==> src/rtl/fetch_ctrl_if.sv <==
// rtl/fetch_ctrl_if.sv - instruction memory bus (req/gnt/rvalid) between fetch_ctrl and memory
//
// master : fetch_ctrl  (drives ibus_req_o, ibus_addr_o)
// slave  : memory side (drives ibus_gnt_i, ibus_rvalid_i, ibus_rdata_i)
interface fetch_ctrl_if;
   logic        ibus_req_o;
   logic [31:0] ibus_addr_o;
   logic        ibus_gnt_i;
   logic        ibus_rvalid_i;
   logic [31:0] ibus_rdata_i;

   modport master (
      output ibus_req_o,
      output ibus_addr_o,
      input  ibus_gnt_i,
      input  ibus_rvalid_i,
      input  ibus_rdata_i
   );

   modport slave (
      input  ibus_req_o,
      input  ibus_addr_o,
      output ibus_gnt_i,
      output ibus_rvalid_i,
      output ibus_rdata_i
   );
endinterface

==> src/rtl/fetch_ctrl.sv <==
// rtl/fetch_ctrl.sv - instruction-fetch sequencer with redirect and one-entry output register
//
// clk, rst_n       : clock, synchronous active-low reset
// jump_en_i        : redirect pulse from ctrl, target jump_addr_i (bits [1:0] forced 0)
// stall_i          : decode cannot accept; inst_* outputs hold
// ibus             : single-outstanding req/gnt/rvalid fetch bus (master side)
// inst_valid_o     : inst_o / inst_addr_o hold a valid instruction
// inst_o           : instruction to decode (NOP_INST when not valid)
// inst_addr_o      : address of inst_o
module fetch_ctrl #(
   parameter logic [31:0] RESET_PC = 32'h0000_0000,
   parameter logic [31:0] NOP_INST = 32'h0000_0013
) (
   input  logic               clk,
   input  logic               rst_n,
   input  logic               jump_en_i,
   input  logic [31:0]        jump_addr_i,
   input  logic               stall_i,
   fetch_ctrl_if.master       ibus,
   output logic               inst_valid_o,
   output logic [31:0]        inst_o,
   output logic [31:0]        inst_addr_o
);

   typedef enum logic [1:0] {
      S_REQ  = 2'd0,
      S_WAIT = 2'd1,
      S_HOLD = 2'd2
   } state_t;

   state_t      state;
   logic [31:0] pc;
   logic        discard;
   logic [31:0] hold_data;
   logic [31:0] hold_addr;

   logic        consume;
   logic        out_free;
   logic [31:0] jump_target;
   logic        unused_jump_lsb;

   assign jump_target     = {jump_addr_i[31:2], 2'b00};
   assign unused_jump_lsb = ^jump_addr_i[1:0];

   assign consume  = inst_valid_o && !stall_i;
   assign out_free = !inst_valid_o || consume;

   // A stalled valid entry blocks new requests; rst_n gates req so nothing is
   // issued while reset is held, whatever state the registers are in.
   assign ibus.ibus_req_o  = rst_n && (state == S_REQ) && !(inst_valid_o && stall_i);
   assign ibus.ibus_addr_o = pc;

   always_ff @(posedge clk) begin
      if (!rst_n) begin
         state        <= S_REQ;
         pc           <= RESET_PC;
         discard      <= 1'b0;
         hold_data    <= NOP_INST;
         hold_addr    <= 32'h0;
         inst_valid_o <= 1'b0;
         inst_o       <= NOP_INST;
         inst_addr_o  <= 32'h0;
      end else if (jump_en_i) begin
         pc           <= jump_target;
         inst_valid_o <= 1'b0;
         inst_o       <= NOP_INST;
         unique case (state)
            S_REQ: begin
               // A fetch granted this very cycle belongs to the old stream.
               if (ibus.ibus_req_o && ibus.ibus_gnt_i) begin
                  state   <= S_WAIT;
                  discard <= 1'b1;
               end else begin
                  state   <= S_REQ;
               end
            end
            S_WAIT: begin
               if (ibus.ibus_rvalid_i) begin
                  state   <= S_REQ;
                  discard <= 1'b0;
               end else begin
                  discard <= 1'b1;
               end
            end
            default: begin
               state <= S_REQ;
            end
         endcase
      end else begin
         if (consume) begin
            inst_valid_o <= 1'b0;
            inst_o       <= NOP_INST;
         end
         unique case (state)
            S_REQ: begin
               if (ibus.ibus_req_o && ibus.ibus_gnt_i) begin
                  state <= S_WAIT;
               end
            end
            S_WAIT: begin
               if (ibus.ibus_rvalid_i) begin
                  if (discard) begin
                     discard <= 1'b0;
                     state   <= S_REQ;
                  end else if (out_free) begin
                     inst_valid_o <= 1'b1;
                     inst_o       <= ibus.ibus_rdata_i;
                     inst_addr_o  <= pc;
                     pc           <= pc + 32'd4;
                     state        <= S_REQ;
                  end else begin
                     hold_data <= ibus.ibus_rdata_i;
                     hold_addr <= pc;
                     pc        <= pc + 32'd4;
                     state     <= S_HOLD;
                  end
               end
            end
            S_HOLD: begin
               if (out_free) begin
                  inst_valid_o <= 1'b1;
                  inst_o       <= hold_data;
                  inst_addr_o  <= hold_addr;
                  state        <= S_REQ;
               end
            end
            default: begin
               state <= S_REQ;
            end
         endcase
      end
   end

endmodule

==> src/flat_wrapper.sv <==
// flat-port wrapper written by rule: the top's interface ports become plain ports
module fetch_ctrl_flat 
#(
   parameter logic [31:0] RESET_PC = 32'h0000_0000,
   parameter logic [31:0] NOP_INST = 32'h0000_0013
)
  (clk, rst_n, jump_en_i, jump_addr_i, stall_i, inst_valid_o, inst_o, inst_addr_o, ibus_ibus_req_o, ibus_ibus_addr_o, ibus_ibus_gnt_i, ibus_ibus_rvalid_i, ibus_ibus_rdata_i);
  fetch_ctrl_if ibus_i ();
  input  logic clk;
  input  logic rst_n;
  input  logic jump_en_i;
  input  logic [31:0] jump_addr_i;
  input  logic stall_i;
  output logic inst_valid_o;
  output logic [31:0] inst_o;
  output logic [31:0] inst_addr_o;
  output wire logic [$bits(ibus_i.ibus_req_o)-1:0] ibus_ibus_req_o;
  output wire logic [$bits(ibus_i.ibus_addr_o)-1:0] ibus_ibus_addr_o;
  input wire logic [$bits(ibus_i.ibus_gnt_i)-1:0] ibus_ibus_gnt_i;
  input wire logic [$bits(ibus_i.ibus_rvalid_i)-1:0] ibus_ibus_rvalid_i;
  input wire logic [$bits(ibus_i.ibus_rdata_i)-1:0] ibus_ibus_rdata_i;
  assign ibus_ibus_req_o = ibus_i.ibus_req_o;
  assign ibus_ibus_addr_o = ibus_i.ibus_addr_o;
  assign ibus_i.ibus_gnt_i = ibus_ibus_gnt_i;
  assign ibus_i.ibus_rvalid_i = ibus_ibus_rvalid_i;
  assign ibus_i.ibus_rdata_i = ibus_ibus_rdata_i;
  fetch_ctrl #(.RESET_PC(RESET_PC), .NOP_INST(NOP_INST)) u_core (.clk(clk), .rst_n(rst_n), .jump_en_i(jump_en_i), .jump_addr_i(jump_addr_i), .stall_i(stall_i), .ibus(ibus_i), .inst_valid_o(inst_valid_o), .inst_o(inst_o), .inst_addr_o(inst_addr_o));
endmodule
==> config.mk <==
export PLATFORM = sky130hd
export DESIGN_NAME = fetch_ctrl_flat
export DESIGN_NICKNAME = d
export VERILOG_FILES = /design/src/rtl/fetch_ctrl_if.sv /design/src/rtl/fetch_ctrl.sv /design/src/flat_wrapper.sv
export SDC_FILE = /design/constraint.sdc
export NUM_CORES = 1
export LEC_CHECK = 0
export BUFFER_PORTS_ARGS = -buffer_cell sky130_fd_sc_hd__buf_2
export CAP_MARGIN = 20
export CORE_UTILIZATION = 54
export CTS_CLUSTER_DIAMETER = 40
export DETAILED_ROUTE_END_ITERATION = 10
export PLACE_DENSITY = 0.8
export SKIP_LAST_GASP = 1
export SLEW_MARGIN = 20
export SYNTH_ARGS = -nofsm -noshare
export SYNTH_HDL_FRONTEND = slang
export SYNTH_SLANG_ARGS = --single-unit
==> constraint.sdc <==
create_clock -name clk -period 2.2 [get_ports clk]
set_input_delay 0.66 -clock clk [delete_from_list [all_inputs] [get_ports clk]]
set_output_delay 0.66 -clock clk [all_outputs]
set_load 0.02 [all_outputs]
==> impl_metrics.py <==
metrics = {
    "die": {
        "die_area_mm2": 0.01360,
        "initial_core_util_pct": 55.76,
        "core_mm2": 0.01272,
        "dieWidth_um": 116.6,
        "die_y_um": 116.6,
        "row_count": 41,
        "io_pins": 168,
    },
    "critical_path": {
        "crit_chain": "inv_1 > ha_1 > buf_4 > nand3b_4 > or3_2 > buf_12 > nand2_1 > a21boi_0",
        "endpoint_kind": "register",
        "crit_required_ns": 2.50,
        "arrival_ns": 2.38,
        "slowest_stage": "or3_2",
        "cpPeakStageDelay_ns": 0.54,
        "cp_max_fo": 39,
        "crit_start": "u_core.state[1]$_SDFFE_PN0P_",
        "regToRegStartpoint": "u_core.state[1]$_SDFFE_PN0P_",
        "cp_num_buf_inv": 3,
        "crit_type": "register to register",
        "cpLargestDelayFamily": "simple AND/OR/NAND/NOR gates",
        "crit_path_start_kind": "register",
    },
    "timing": {
        "hold_ws_ns": 0.4505,
        "hold_violations": 0,
        "finClkSkew_ns": 0.008540,
        "max_freq_mhz": 479.5,
        "fin_crit_ns": 2.085,
        "rsz0062_at_grt": "true",
        "maxSlewViolCount": 0,
        "finalSetupViolCount": 0,
        "finalCritPeriodShare_pct": 94.80,
        "worstMarginPinSlew_ns": 0.6704,
        "relSlewSlack_pct": 55.21,
    },
    "drt": {
        "wl_met2_mm": 8.206,
        "wl_per_cell_um": 15.08,
        "routed.top_layer": "met4",
        "met1_length_mm": 7.680,
        "remaining_drc_errors": 0,
        "dr.pass1.iters": 5,
        "dr_total_vias": 6314,
        "dr_wl_met3_mm": 1.167,
        "totalWireLength_mm": 17.39,
        "drtIter0Drc": 387,
        "viasPerCell": 5.476,
        "ant_nets": 0,
    },
    "clocking": {
        "clk_pin_slew_worst_paths_ns": 0.06,
        "clk_latency_ns": 0.42,
        "cts_sinks": 158,
        "h-tree-depth": 4,
        "postCtsSetupRepairBufs": 0,
        "tritoncts.num_buffers": 17,
        "clockBufferDepth": 2,
        "cts_tree": "done",
        "clockRootBuffer": "clkbuf_16",
    },
    "placed_design": {
        "finalWeightedCongestion": 0.8314,
        "io_buffers": 161,
        "placed_area_mm2": 0.008085,
        "hpwl_mm": 11.15,
        "dp.cells": 1120,
    },
    "global_routing": {
        "grt_start_max_net_pins": 87,
        "grt_usage_pct": 26.17,
        "overflow": 0,
        "grt_pass1_vias": 5576,
        "grt_pass1_wl_mm": 27.61,
        "antenna_found_initial": 1,
    },
    "yosys": {
        "synth_ff_type": "dfxtp_1",
        "postSynthCellCount": 823,
        "ys_types": 46,
        "synth_edf_count": 0,
        "syn-cell-area_mm2": 0.007094,
        "synth-async-reset-ratio_pct": 0,
        "synth-seq-cells": 158,
        "syn_avg_cell_area_um2": 8.620,
        "ys_seq_area_share_pct": 44.59,
        "yosys_warnings": 0,
    },
    "finish": {
        "layout.cells.non_filler": 1153,
        "fin_nets": 1042,
        "final_common_cell": "nand2_1",
        "area_growth_pct": 21.92,
        "final_util_pct": 67.99,
        "design_area_mm2": 0.008650,
        "layout_common_cells": "nand2_1 (172), buf_2 (160), dfxtp_1 (158)",
        "final_layout_size_suffix_gt1_share_pct": 24.18,
    },
    "pwr": {
        "p_leak_nw": 3.731,
        "powerDensity_mw_per_mm2": 750.8,
        "ir_drop_v": 0.0006406,
    },
    "flow_run": {
        "drv_cap": 0,
    },
    "worst_hold_path": {
        "hold_start": "u_core.hold_addr[30]$_SDFFE_PN0P_",
        "min_path_type": "register to register",
    },
    "run_status": {
        "outcome": "finished, final reports clean",
    },
}
==> worst paths after layout <==
kind | end | slack [ns] | cells past startpoint
setup / recovery | u_core.hold_addr[13]$_SDFFE_PN0P_ | 0.11 | 8
hold / removal | u_core.hold_addr[30]$_SDFFE_PN0P_ | 0.45 | 2
setup reg to reg | u_core.hold_addr[13]$_SDFFE_PN0P_ | 0.11 | 8
hold reg to reg | u_core.hold_addr[30]$_SDFFE_PN0P_ | 0.45 | 2
==> through the flow <==
step             TNS, ns  power (W)  worst slack [ns]
2_1_floorplan          0   0.003518            0.3704
3_3_place_gp      -3.586   0.003785           -0.1321
3_5_place_dp      -4.132   0.003795           -0.2009
4_1_cts                0   0.006546           0.03027
5_1_grt        -0.003305   0.006756         -0.003305
6_report               0   0.006494            0.1145
==> cells by family after synthesis <==
family | after synthesis | synth area share [%]
AOI/OAI and AO/OA | 226 | 21.89
and+or+nand+nor | 300 | 19.08
adders and majority gates | 5 | 0.8818
muxes | 31 | 4.374
other | 1 | 0.05286
xor gates and xnor gates | 29 | 3.580
DFF | 158 | 44.59
buffers and inverters | 73 | 5.556
==> worst min-delay path: stages, from the launching register on <==
cell and delay (ns):
dfxtp_1 0.31, nand2_1 0.05, a21boi_1 0.05
==> layer usage <==
layer,track usage (%),up-vias
met1,33.54,2941
met2,42.17,219
met5,0,-
li1,-,3128
met3,7.161,26
met4,9.705,0
==> layout make-up <==
cell class	instances	area [µm²]
clock inverters	10	90.09
diodes	1	2.502
clock buffers	22	464.2
flip-flops and latches	158	3163
fillers	1097	4073
repair buffers	188	1111
multi-input cells	595	3577
inverters	7	26.28
well taps	172	215.2
==> Yosys cell counts (2+ instances only) <==
master	count	area share [%]
a21boi_0	32	3.4
a21boi_1	28	3.0
a21oi_1	54	3.8
a22oi_1	32	3.4
a31oi_1	2	0.18
and2_1	5	0.44
and3_1	4	0.35
buf_2	21	1.5
buf_4	5	0.53
buf_6	10	1.6
clkbuf_1	30	1.6
dfxtp_1	158	45
ha_1	5	0.88
inv_1	7	0.37
mux2i_1	31	4.4
nand2_1	172	9.1
nand3_1	17	1.2
nand4_1	13	1.1
nor2_1	69	3.7
nor2b_1	4	0.35
nor3_4	3	0.69
nor4_2	2	0.35
nor4_4	2	0.60
o211a_1	30	4.2
o211ai_1	4	0.42
o21ai_0	35	2.5
o21ai_1	2	0.14
xnor2_1	8	0.99
xor2_1	21	2.6
==> report_power, final <==
| part | switching, W | internal [W] |
|---|---|---|
| Sequential | 0.0000904 | 0.00295 |
| Combinational | 0.000426 | 0.000277 |
| Clock | 0.00114 | 0.00161 |
==> registers in the layout, summed over array words and instances (netlist names) <==
| register | count |
|---|---|
| u_core.ibus.ibus_addr_o | 30 |
| u_core.hold_data | 32 |
| u_core.state | 2 |
| u_core.inst_o | 32 |
| u_core.hold_addr | 30 |
| u_core.discard | 1 |
| u_core.inst_addr_o | 30 |
| u_core.inst_valid_o | 1 |
==> timing repair <==
action                     in CTS  in global routing
hold buffers                    0                  0
setup endpoints to repair       2                  1
resized for setup               1                  2
gates cloned                    0                  0
pin swaps                       0                  0
Power figures use the tool's default switching activity.
